<file path="src/rtl/alu_result_stage.sv">
// alu_result_stage
// Registered result stage behind the ALU. It captures the result fields
// (z, equal, zero, overflow), the funct code and the destination register
// tag into a 2-entry in-order skid buffer with a valid/ready handshake on
// both sides. It also keeps a saturating count of ADD/SUB overflows.
//
// Optional feature (macro ALU_OVF_TRAP_EN): a counted overflow push sets a
// sticky trap that blocks further pushes until trap_clr is asserted.
// Without the macro, trap is tied low and trap_clr is ignored.
//
// Ports:
//   clk, rst                    clock, synchronous active-high reset
//   in_valid / in_ready         upstream handshake
//   in_z, in_equal, in_zero,    ALU result fields, funct code, rd tag
//   in_overflow, in_funct, in_rd
//   out_valid / out_ready       downstream handshake
//   out_z ... out_rd            head entry (hold last value when empty)
//   ovf_count                   saturating count of accepted ADD/SUB overflows
//   trap, trap_clr              sticky overflow trap and its clear

`ifndef ALU_FUNCT_WIDTH
`define ALU_FUNCT_WIDTH 4
`endif
`ifndef ALU_FUNCT_ADD
`define ALU_FUNCT_ADD 4'd0
`endif
`ifndef ALU_FUNCT_SUB
`define ALU_FUNCT_SUB 4'd1
`endif

module alu_result_stage #(
    parameter int N       = 32,
    parameter int FUNCT_W = `ALU_FUNCT_WIDTH,
    parameter int RD_W    = 5
) (
    input  logic               clk,
    input  logic               rst,
    input  logic               in_valid,
    output logic               in_ready,
    input  logic [N-1:0]       in_z,
    input  logic               in_equal,
    input  logic               in_zero,
    input  logic               in_overflow,
    input  logic [FUNCT_W-1:0] in_funct,
    input  logic [RD_W-1:0]    in_rd,
    output logic               out_valid,
    input  logic               out_ready,
    output logic [N-1:0]       out_z,
    output logic               out_equal,
    output logic               out_zero,
    output logic               out_overflow,
    output logic [FUNCT_W-1:0] out_funct,
    output logic [RD_W-1:0]    out_rd,
    output logic [7:0]         ovf_count,
    output logic               trap,
    input  logic               trap_clr
);

    // Entry layout: {z, equal, zero, overflow, funct, rd}
    localparam int E_W = N + 3 + FUNCT_W + RD_W;

    logic [E_W-1:0] head_r;
    logic [E_W-1:0] tail_r;
    logic [E_W-1:0] in_entry_s;
    logic [1:0]     count_r;
    logic [7:0]     ovf_count_r;
    logic           trap_s;
    logic           push_s;
    logic           pop_s;
    logic           counted_ovf_s;

    // Ready depends only on registered occupancy and trap state.
    assign in_ready  = (count_r != 2'd2) && !trap_s;
    assign out_valid = (count_r != 2'd0);
    assign push_s    = in_valid && in_ready;
    assign pop_s     = out_valid && out_ready;

    assign counted_ovf_s = push_s && in_overflow &&
                           ((in_funct == FUNCT_W'(`ALU_FUNCT_ADD)) ||
                            (in_funct == FUNCT_W'(`ALU_FUNCT_SUB)));

    // Build the entry to store; writes to x0 read back as zero.
    always_comb begin
        in_entry_s = {E_W{1'b0}};
        if (in_rd == {RD_W{1'b0}}) begin
            in_entry_s = {{N{1'b0}}, in_equal, 1'b1, in_overflow, in_funct, in_rd};
        end else begin
            in_entry_s = {in_z, in_equal, in_zero, in_overflow, in_funct, in_rd};
        end
    end

    // Two-slot shift buffer: head_r is always the oldest entry, and it keeps
    // its contents after the last pop so out_* hold their last value.
    always_ff @(posedge clk) begin
        if (rst) begin
            count_r <= 2'd0;
            head_r  <= {E_W{1'b0}};
            tail_r  <= {E_W{1'b0}};
        end else begin
            case ({push_s, pop_s})
                2'b10: begin
                    if (count_r == 2'd0) begin
                        head_r <= in_entry_s;
                    end else begin
                        tail_r <= in_entry_s;
                    end
                    count_r <= count_r + 2'd1;
                end
                2'b01: begin
                    if (count_r == 2'd2) begin
                        head_r <= tail_r;
                    end
                    count_r <= count_r - 2'd1;
                end
                2'b11: begin
                    // Only reachable at count 1 (full blocks push).
                    if (count_r == 2'd1) begin
                        head_r <= in_entry_s;
                    end else begin
                        head_r <= tail_r;
                        tail_r <= in_entry_s;
                    end
                end
                default: begin
                    count_r <= count_r;
                end
            endcase
        end
    end

    // Saturating overflow counter for ADD/SUB pushes.
    always_ff @(posedge clk) begin
        if (rst) begin
            ovf_count_r <= 8'd0;
        end else if (counted_ovf_s && (ovf_count_r != 8'hFF)) begin
            ovf_count_r <= ovf_count_r + 8'd1;
        end
    end

`ifdef ALU_OVF_TRAP_EN
    logic trap_r;

    // Sticky trap; a clear wins, and no push can land while trapped anyway.
    always_ff @(posedge clk) begin
        if (rst) begin
            trap_r <= 1'b0;
        end else if (trap_clr) begin
            trap_r <= 1'b0;
        end else if (counted_ovf_s) begin
            trap_r <= 1'b1;
        end
    end

    assign trap_s = trap_r;
`else
    logic trap_clr_unused_s;

    assign trap_clr_unused_s = trap_clr;
    assign trap_s            = 1'b0;
`endif

    assign trap         = trap_s;
    assign ovf_count    = ovf_count_r;
    assign out_z        = head_r[E_W-1 -: N];
    assign out_equal    = head_r[FUNCT_W + RD_W + 2];
    assign out_zero     = head_r[FUNCT_W + RD_W + 1];
    assign out_overflow = head_r[FUNCT_W + RD_W];
    assign out_funct    = head_r[RD_W +: FUNCT_W];
    assign out_rd       = head_r[RD_W-1:0];

endmodule
</file>
<file path="config.mk">
export PLATFORM = sky130hd
export DESIGN_NAME = alu_result_stage
export DESIGN_NICKNAME = d
export VERILOG_FILES = /design/src/rtl/alu_result_stage.sv
export SDC_FILE = /design/constraint.sdc
export NUM_CORES = 1
export LEC_CHECK = 0
export ABC_AREA = 1
export CAP_MARGIN = 20
export CORE_MARGIN = 3
export CORE_UTILIZATION = 50
export CTS_CLUSTER_DIAMETER = 100
export CTS_CLUSTER_SIZE = 8
export DETAILED_ROUTE_END_ITERATION = 8
export PLACE_DENSITY = 0.8
export SLEW_MARGIN = 10
export SYNTH_ARGS = -nofsm -noshare
export SYNTH_HDL_FRONTEND = slang
export SYNTH_SLANG_ARGS = --single-unit
</file>
<file path="constraint.sdc">
create_clock -name clk -period 2.4 [get_ports clk]
set_clock_uncertainty 0.05 [all_clocks]
set_input_delay 0.24 -clock clk [delete_from_list [all_inputs] [get_ports clk]]
set_output_delay 0.24 -clock clk [all_outputs]
set_load 0.01 [all_outputs]
</file>
==> flow_summary.toml <==
[grt]
grt_pass1_wl_um = 20200
initial_antenna_violation_count = 0
grt_pass1_vias = 4396
groute.layer.met3.usage_pct = 4.55
globalRouteOverflowTotal = 0
grt.total_usage_pct = 21.7
use_met2_pct = 36.9
grt_start_max_net_pins = 50
grt_util_met1_pct = 27.7
top_usage_layer = "met2"

[setup_path]
r2r_start = "count_r[1]"
timing.critical_path.arrival_ns = 2.35
timing.critical_path.required_ns = 2.60
critical_path.endpoint_type = "register"
critPathMaxFanout = 17
critical_path.reg2reg.endpoint = "head_r[4]"
reg2reg_path_depth = 13
crit_top_cell = "inv_2"
crit_path_cell_trace = "inv_1 -> ha_1 -> inv_2 -> nand2_2 -> inv_2 -> ha_1 -> inv_2 -> nor2_2 -> nor2_2 -> nand2_4 -> inv_1 -> o21ai_0 -> nor2_1"
worst-r2r-setup-slack_ns = 0.25
timing.critical_path.to = "head_r[4]"
worst_path_largest_cell_delay_ns = 0.36
timing_worst_setup_path_type = "register to register"
cp_slowest_cell = "dfxtp_1"
worst_setup_path_startpoint = "count_r[1]"
worst_setup_path_start_kind = "register"

[sta]
timing.final.crit_period_ns = 2.15
unrepaired_setup_endpoints_after_global_routing = "no"
final-max-slew-violation-count = 0
setup_violations = 0
fin_setup_tns_ns = 0
final_hold_viol_count = 0
layout_worst_path_cycle_share_pct = 89.5
fmax_mhz = 466

[layout]
fraction_of_layout_cells_with_a_size_suffix_above_1_pct = 11.7
most_frequent_cells_in_the_layout = "121 x nor2_1, 113 x nand2_1, 101 x clkdlybuf4s50_1"
layout.nets = 862
area_growth_syn_to_layout_pct = 25.9
antenna-diode-count = 0
layout_commonest_cell = "nor2_1"

[yosys]
synth_enable_flop_cells = 0
netlist.top_cell.by_area = "dfxtp_1"
synth_top_flop_cell = "dfxtp_1"
synthesis.yosys.warnings = 0
synthesis.nets = 780
async_flop_share_pct = 0
synth_area_mm2 = 0.00499
synth.distinct_cells = 26
count_of_state_elements_after_synthesis = 98
synthesis.instances = 723
synth_seq_area_share_pct = 39.3
synth.top_cell.area_share_pct = 39.3
synth.avg_cell_area_um2 = 6.90
synth_top_cells_by_area = "dfxtp_1 39%, nor2_1 9.1%, nand2_1 8.5%"

[clock_network]
numClockSinks = 98
cts_resized = 0
cts_buffer_depth = 2
cts_inserted_buffers = 9
clkSlewWorstSetupHoldPaths_ns = 0.09
post_cts_setup_buffers = 0
tritoncts_clock_tree = "done"
worst_skew_pair.late_latency_ns = 0.35
cts_max_level = 3
root_buffer = "clkbuf_8"
postCtsHoldBufs = 0

[placed_design]
finalWeightedCongestion = 0.833
hpwlAfterDp_um = 8450
io_buffers = 101

[run]
maxCapViolCount = 0

[route]
final_ant_viol_nets = 0
drt_first_iter_violations = 230
first_pass_detailed_route_iteration_total = 5
drt-wirelength-per-cell_um = 13.0
post_drt_via_cell_ratio = 5.09
routed_wirelength_um = 12200
routed-via-count = 4783
drc = 0

[power_and_ir_drop]
power.total_uw = 7130
max-vdd-ir-drop_uv = 622
power_density_mw_per_mm2 = 1130
p_leak_uw = 0.00265

[die]
starting_density_pct = 52.8
floorplan.core_area_mm2 = 0.00946
chipWidth_um = 106
rows = 35
num_io_pins = 104
die_footprint_mm2 = 0.0112
die_height_um = 106

[hold_path]
hold_path.class = "register to register"

[outcome]
run_status = "completed"
critical path: cells and delay by family (launching register included):
family                   cells  cell delay [ns]
adder cells (fa/ha/maj)      2             0.39
buffers and inverters        5             0.53
flip-flops                   1             0.36
AO/OA/AOI/OAI                1             0.21
AND/OR/NAND/NOR              5             0.52
cells by family after synthesis:
| logic type | share of synthesized area, % |
|---|---|
| AO/OA/AOI/OAI | 20.6 |
| XOR/XNOR | 0.351 |
| adder cells (fa/ha/maj) | 2.01 |
| buffers and inverters | 12.4 |
| flip-flops | 39.3 |
| other | 0.0751 |
| AND/OR/NAND/NOR | 25.3 |
sequential cells by signal (all words and copies together) (netlist names):
signal / cells
head_r: 44
tail_r: 44
ovf_count: 8
count_r: 2
stage by stage:
| step | utilization (%) | std cells | hold slack [ns] | setup WS (ns) | area [um^2] |
|---|---|---|---|---|---|
| 3_3_place_gp | 64.5 | 923 | 0.403 | 0.288 | 6100 |
| 5_1_grt | 66.4 | 939 | 0.440 | 0.0175 | 6280 |
| 4_1_cts | 66.4 | 939 | 0.429 | 0.225 | 6280 |
| 2_1_floorplan | - | 723 | 0.350 | 0.351 | 4990 |
| 6_report | 66.4 | 939 | 0.435 | 0.252 | 6280 |
| 3_5_place_dp | 64.5 | 923 | 0.418 | 0.208 | 6100 |
report_power, final:
group	switching (uW)	internal, uW
sequential	297	2210
combinational	2080	1540
clock	559	440
total	2940	4190
worst min path at each step:
stage | cells past startpoint | endpoint | from | slack, ns
3_5_place_dp | 2 | tail_r[10] | tail_r[10] | 0.42
2_1_floorplan | 2 | head_r[37] | in_z[25] | 0.35
4_1_cts | 3 | head_r[40] | in_z[28] | 0.43
3_3_place_gp | 2 | tail_r[10] | tail_r[10] | 0.40
6_report | 2 | tail_r[10] | tail_r[10] | 0.43
5_1_grt | 3 | head_r[41] | in_z[29] | 0.44
synthesized netlist by cell type, types with 2 or more instances:
| master | count |
|---|---|
| buf_4 | 10 |
| xor2_1 | 2 |
| dfxtp_1 | 98 |
| nand4_1 | 3 |
| a21oi_2 | 40 |
| o21ai_0 | 33 |
| inv_2 | 8 |
| nand2_2 | 6 |
| nand2_4 | 2 |
| buf_6 | 3 |
| nand2_1 | 113 |
| a21oi_1 | 67 |
| buf_2 | 24 |
| inv_1 | 85 |
| ha_1 | 8 |
| nand3_1 | 50 |
| nor2_2 | 3 |
| clkbuf_1 | 11 |
| nor2_1 | 121 |
| o21ai_1 | 30 |
layout make-up:
cell class	count	area, um^2
clock inverters	3	22.5
inverters	93	349
well taps	129	161
repair buffers	119	1220
flip-flops and latches	98	1960
fillers	837	3170
multi-input cells	484	2410
clock buffers	13	159
routing by layer:
layer | routed length [um] | vias up
li1 | - | 2442
met1 | 5420 | 2203
met2 | 5900 | 124
met3 | 693 | 14
met4 | 157 | 0
met5 | 0 | -
Note: power is estimated with default switching activity, not from simulation.
